### src/rtl/ws2812b_frame_sequencer.sv
// Frame sequencer for the WS2812B serialiser: streams led_count pixels from a
// small GRB pattern buffer, wrapping modulo DEPTH, with a global brightness shift.
module ws2812b_frame_sequencer #(
  parameter int DEPTH = 8,
  parameter int IDX_W = 3
) (
  input  logic             clk,
  input  logic             rst_n,
  input  logic             pix_we,
  input  logic [IDX_W-1:0] pix_idx,
  input  logic [1:0]       pix_sel,
  input  logic [7:0]       pix_wdata,
  output logic [7:0]       pix_rdata,
  input  logic [7:0]       led_count,
  input  logic [2:0]       bright_shift,
  input  logic             start,
  input  logic             abort,
  output logic             busy,
  output logic             done,
  output logic [23:0]      drv_data,
  output logic             drv_valid,
  output logic             drv_latch,
  input  logic             drv_ready
);

  // Handshake: a pixel is offered with drv_valid=1 once drv_ready=1 is seen in
  // FETCH; it is held stable until the serialiser drops drv_ready, which marks
  // acceptance. drv_latch is only meaningful while drv_valid=1.
  typedef enum logic [1:0] {IDLE, FETCH, ISSUE} state_t;

  state_t           state_q, state_d;
  logic [7:0]       pat_g [DEPTH];
  logic [7:0]       pat_r [DEPTH];
  logic [7:0]       pat_b [DEPTH];
  logic [7:0]       rem;
  logic [2:0]       shift;
  logic [IDX_W-1:0] ptr;
  logic             abort_pend;
  logic             accept;

  assign busy   = (state_q != IDLE);
  assign accept = (state_q == ISSUE) && !drv_ready;

  // Pattern buffer is deliberately not reset; writes are locked out during a frame.
  always_ff @(posedge clk) begin
    if (pix_we && !busy) begin
      case (pix_sel)
        2'd0:    pat_g[pix_idx] <= pix_wdata;
        2'd1:    pat_r[pix_idx] <= pix_wdata;
        2'd2:    pat_b[pix_idx] <= pix_wdata;
        default: ;
      endcase
    end
  end

  always_comb begin
    case (pix_sel)
      2'd0:    pix_rdata = pat_g[pix_idx];
      2'd1:    pix_rdata = pat_r[pix_idx];
      2'd2:    pix_rdata = pat_b[pix_idx];
      default: pix_rdata = 8'd0;
    endcase
  end

  always_comb begin
    state_d = state_q;
    case (state_q)
      IDLE:  if (start && led_count != 8'd0) state_d = FETCH;
      FETCH: begin
        if (abort)          state_d = IDLE;
        else if (drv_ready) state_d = ISSUE;
      end
      ISSUE: begin
        if (accept) begin
          if (rem == 8'd1 || abort || abort_pend) state_d = IDLE;
          else                                    state_d = FETCH;
        end
      end
      default: state_d = IDLE;
    endcase
  end

  always_ff @(posedge clk or negedge rst_n) begin
    if (!rst_n) state_q <= IDLE;
    else        state_q <= state_d;
  end

  always_ff @(posedge clk or negedge rst_n) begin
    if (!rst_n) begin
      rem        <= 8'd0;
      shift      <= 3'd0;
      ptr        <= '0;
      abort_pend <= 1'b0;
      done       <= 1'b0;
      drv_data   <= 24'd0;
      drv_valid  <= 1'b0;
      drv_latch  <= 1'b0;
    end else begin
      done <= 1'b0;
      case (state_q)
        IDLE: begin
          abort_pend <= 1'b0;
          if (start) begin
            rem   <= led_count;
            shift <= bright_shift;
            ptr   <= '0;
            if (led_count == 8'd0) done <= 1'b1;
          end
        end
        FETCH: begin
          drv_data <= {pat_g[ptr] >> shift, pat_r[ptr] >> shift, pat_b[ptr] >> shift};
          if (!abort && drv_ready) begin
            drv_valid <= 1'b1;
            drv_latch <= (rem == 8'd1);
          end
        end
        ISSUE: begin
          if (accept) begin
            drv_valid  <= 1'b0;
            drv_latch  <= 1'b0;
            rem        <= rem - 8'd1;
            ptr        <= ptr + IDX_W'(1);
            abort_pend <= 1'b0;
            if (rem == 8'd1) done <= 1'b1;
          end else if (abort) begin
            // Abort cannot retract a live pixel; remember it for the boundary.
            abort_pend <= 1'b1;
          end
        end
        default: ;
      endcase
    end
  end

endmodule

### config.mk
export PLATFORM = sky130hd
export DESIGN_NAME = ws2812b_frame_sequencer
export DESIGN_NICKNAME = d
export VERILOG_FILES = /design/src/rtl/ws2812b_frame_sequencer.sv
export SDC_FILE = /design/constraint.sdc
export NUM_CORES = 1
export LEC_CHECK = 0
export BUFFER_PORTS_ARGS = -buffer_cell sky130_fd_sc_hd__buf_2
export CORE_MARGIN = 4
export CORE_UTILIZATION = 43
export CTS_CLUSTER_DIAMETER = 50
export DETAILED_ROUTE_END_ITERATION = 7
export PLACE_DENSITY_LB_ADDON = 0.25
export SYNTH_ARGS = -nofsm -noshare
export SYNTH_HDL_FRONTEND = slang
export SYNTH_SLANG_ARGS = --single-unit
### constraint.sdc
create_clock -name clk -period 2.45 [get_ports clk]
set_input_delay 0.1225 -clock clk [delete_from_list [all_inputs] [get_ports clk]]
set_output_delay 0.1225 -clock clk [all_outputs]
set_load 0.1 [all_outputs]
After elaboration in Yosys (flattened, before gate mapping)
Memories as Yosys holds them, arrays and structs flattened. Index checks and enable logic that the tools add are counted.

Register bits: 44. Memories: 3. Output and inout bits: 36. Input bits: 30. Memory bits (writable): 192. Logic and storage cells: 84.

Memory list: pat_b (depth 8, width 8, rd ports 2, clocked after Yosys merged registers in 0, wr ports 1, RTL line 34) `logic [7:0] pat_b [DEPTH];`; pat_g (depth 8, width 8, rd ports 2, clocked after Yosys merged registers in 0, wr ports 1, RTL line 32) `logic [7:0] pat_g [DEPTH];`; pat_r (depth 8, width 8, rd ports 2, clocked after Yosys merged registers in 0, wr ports 1, RTL line 33) `logic [7:0] pat_r [DEPTH];`.

Reductions and logical operators: 21. Eq/ne operators: 11. Shift-type cells: 3. Add/subtract/negate cells: 2. Mux-type cells: 35.

Operators with widths (number): 8-bit one-hot mux with 3 select lines (1); 8-bit by 3-bit right shift with 8-bit output (3); 1-bit two-way mux (19); 8-bit two-way mux (2); 8-bit one-hot mux with 2 select lines (1); 3-bit AND reduction (3); 8-bit by 1-bit equality test with 1-bit output (second input constant) (1); 8-bit zero test (1); 2-bit two-way mux (4); 2-bit != test (second input constant) (4); 1-bit one-hot mux with 2 select lines (4); 8-bit nonzero test (1); 8-bit by 1-bit subtractor with 8-bit output (second input constant) (1); 3-bit two-way mux (2); 3-bit != test (second input constant) (2); 2-bit one-hot mux with 3 select lines (1); 3-bit one-hot mux with 2 select lines (1); 2-bit nonzero test (3); 2-bit by 1-bit equality test with 1-bit output (second input constant) (2); 2-bit equality test (second input constant) (2); 1-bit logical AND (4); 2-bit zero test (2); 2-bit AND reduction (2); 3-bit by 1-bit adder with 3-bit output (second input constant) (1); 2 further kinds (5).

Longest topological paths before layout
Word-level depth: 6. Gate-level depth with buffers: 8.

Least setup slack after synthesis
OpenSTA, ideal clock, no wires.

Path kind: in2out. Start: input port pix_idx[0]. End: output port pix_rdata[0]. Data required time: 2.328 ns. Slack: -1.012 ns. Data arrival time: 3.340 ns. Stages on the path: 5. Buffers on the path: 3. Path through: clkbuf_1 > clkbuf_1 > clkbuf_1 > nor2_1 > o32ai_1.

Longest elaborated chain between the ends: 2.

RTL lines: from (decl) (RTL line 10) `input logic [IDX_W-1:0] pix_idx,`; memory read 8 x 8 bit (on tied branches); 8-bit one-hot mux with 3 select lines * (RTL line 57) `case (pix_sel)`; to (decl) (RTL line 13) `output logic [7:0] pix_rdata,`.

Every way passes the cells marked *; elsewhere a longest branch is shown, timed or not.

==> run summary <==
Status = finished, final reports clean
Core Area = 0.02635 mm²
CTS tree = done
Synth Area in Compound Gates = 11.73%
H-tree levels = 1
Share of cells above drive strength 1 = 31.30%
Most common cell after layout, fill and taps aside = edfxtp_1
Fmax = 417.0 MHz
Post-route cell area = 0.01440 mm²
Sequential element share of the synthesized area = 59.06%
Total number of vias = 8513
Iter 0 DRT Violations = 1174
Post-synth EDFFs = 192
Drc violations = 0
Async SR Flop Fraction = 18.64%
Cell Area, Synth = 0.01163 mm²
Die width = 172.4 µm
Initial antenna violation count = 0
Synth Instances = 830
Post-layout minimum cycle time = 2398 ps
Hpwl dp = 24.20 mm
Worst R2R Path Depth = 8
Setup slack, reg-to-reg = 80 ps
Worst-Margin Slew = 996.2 ps
Clock latency on the worst-skew pair = 550 ps
CP Launch Type = register
I/O pins = 66
Vias in the first global route = 8349
Fin. Hold Viols = 0
Crit-path cells = mux2_4 > a221oi_2 > nor2_2 > o31ai_4 > buf_6 > o22ai_4 > buf_12
Main flop type after synthesis = edfxtp_1
Yosys reg bits = 236
Final setup vio count = 0
Most area-hungry cell type in the Yosys netlist = edfxtp_1
Worst Path Arrival = 2280 ps
Cell row count = 59
Crit path kind = reg2out
Final wirelength = 35.04 mm
GPL Wtd Cong = 0.9384
WHS Endpoint = pat_g[4][6]
Crit path max fanout = 2
Syn avg cell area = 14.01 µm²
Post-synthesis mux area share = 17.68%
Final #Nets = 1026
WHS Path Cells = 1
Die height = 172.4 µm
Worst Skew = 7.953 ps
Pwr dens = 1011 mW/mm²
Worst Hold Launch = pix_wdata[6]
Largest net degree at the start of global routing = 45
Final worst-path cycle share = 97.88%
Clk root buf = clkbuf_16
Die area = 0.02973 mm²
CP max stage delay = 380 ps
Distinct cells, synth = 61
Crit path capture type = output pin
Port Buffers = 65
Via density = 6.301
Synth top area share = 49.59%
Placed cell area = 0.01310 mm²
CP max stage cell = edfxtp_1
Ys Warns = 0
Synthesized net count = 863
Peak VDD IR = 0.5592 mV
Max-slew headroom = 33.58%
Congestion Overflow GR = 0
Adder-cell share of the synthesized area = 0.3229%
Drt wl/cell = 25.93 µm
Synth Area in XOR/XNOR = 0%
CP required = 2330 ps
Top area cells in the synthesized netlist = edfxtp_1 (50%), mux4_2 (11%), dfrtp_1 (9.5%), mux2i_1 (4.5%), mux2_2 (1.9%)
Bufs on Longest Clock Path = 3
Reg-to-Reg Start = ptr[1]
LEAKAGE = 5.173 nW
Overall routing resource usage = 23.39%
Starting density of the core = 44.12%
Routed Antenna Nets = 0
Area Growth Syn to Fin = 23.86%
RSZ-0062 raised after global routing = true
Largest family of logic cells by synthesized area = multiplexers
Min-Delay Path Class = in2reg
R2R Path End = drv_data[3]
Setup_tns = 0 ps
Sink Count = 236
Most frequent cells in the layout = edfxtp_1 (192), buf_4 (99), buf_2 (57)
Clock-pin slew of the registers on the worst-case setup and hold paths = 60 ps
Max Slew Vio Count = 0
First-pass GRT wire length = 51.66 mm
Post-synthesis simple-gate area fraction = 8.297%
Max-cap viol count = 0
Antenna Cells = 0
TritonCTS buffer count = 29
Drt first pass iters = 5
[worst max path at each step]
stage / slack, ps / startpoint / end
finish: 50 / pat_g[3][4] / pix_rdata[4]
global route: -10 / pat_g[3][4] / pix_rdata[4]
CTS: -4 / pat_g[0][4] / pix_rdata[4]
detailed placement: 30 / ptr[1] / drv_data[16]
global placement: 90 / ptr[1] / drv_data[18]
floorplan: -6 / pix_idx[0] / pix_rdata[0]
[cell families after synthesis]
group,after synthesis
DFF,236
and+or+nand+nor,197
AOI/OAI and AO/OA,192
muxes,132
buffers and inverters,70
adders and majority gates,3
[synth_stat cells (all sizes together), types with 3 or more instances]
cell type,number
a22o,8
a222oi,4
a22oi,14
a2111oi,3
o22ai,12
and2,4
o21ai,43
clkbuf,31
nand3,10
edfxtp,192
or3,3
a21o,4
o211ai,5
nand4,4
nor2b,19
or2,4
and3,3
nand2b,10
mux2i,52
o2bb2ai,4
ha,3
nor3,15
a21oi,24
dfrtp,44
o221ai,5
nand2,49
inv,9
nand4b,4
o31ai,5
nor2,55
a221oi,25
nor4,7
buf,29
mux2,24
nor3b,4
a221o,10
a211oi,13
mux4,56
[repair_timing]
item | 4_1_cts | 5_1_grt
gates resized for setup | 9 | 18
endpoints found under the hold margin | 62 | 0
setup endpoints to repair | 3 | 16
setup buffers | 0 | 5
hold buffers | 18 | 0
cloned | 0 | 0
pin swaps | 1 | 4
[metrics by stage]
step | total power, mW | std cells | hold slack (ps) | util, % | setup WS, ps
floorplan | 8.739 | 830 | -173.1 | - | -6.430
global placement | 10.13 | 1274 | 338.1 | 49.69 | 85.61
detailed placement | 10.18 | 1274 | 341.6 | 49.69 | 28.22
CTS | 14.51 | 1346 | 14.51 | 54.17 | -3.728
global route | 15.16 | 1351 | 37.68 | 54.64 | -12.22
finish | 14.56 | 1351 | 34.21 | 54.64 | 51.95
[layout make-up]
| class | instances | area (µm²) |
|---|---|---|
| Fill cell | 2140 | 11950 |
| Sequential cell | 236 | 6873 |
| Multi-Input combinational cell | 524 | 4557 |
| Timing Repair Buffer | 192 | 1543 |
| Clock buffer | 38 | 769.5 |
| Tap cell | 335 | 419.2 |
| Clock inverter | 16 | 201.4 |
| Inverter | 10 | 37.54 |
[worst max-delay path, delay by kind of cell, from the launching register on]
family	cells	cell delay, ps
AOI/OAI and AO/OA	3	600
muxes	1	290
buffers and inverters	2	330
and+or+nand+nor	1	110
DFF	1	380
[sequential cells by signal, summed over array words and instances (netlist names), 2 cells and up]
signal	flops
pat_b	64
ptr	3
pat_r	64
shift	3
drv_data	24
state_q	2
rem	8
pat_g	64
[per-layer routing]
metal	global-route usage (%)	routed length [µm]	vias up
li1	-	-	3693
met1	34.00	14960	4291
met2	37.27	16270	465
met3	3.246	2913	64
met4	6.323	888	0
met5	0	0	-
[report_power, final]
| part | total (mW) | switching [mW] | leakage [nW] | internal, mW |
|---|---|---|---|---|
| Sequential | 4.99 | 0.307 | 2.28 | 4.69 |
| Combinational | 5.26 | 3.50 | 2.42 | 1.76 |
| Clock | 4.31 | 1.67 | 0.469 | 2.64 |
| Total | 14.6 | 5.47 | 5.17 | 9.09 |
Power figures use the tool's default switching activity.
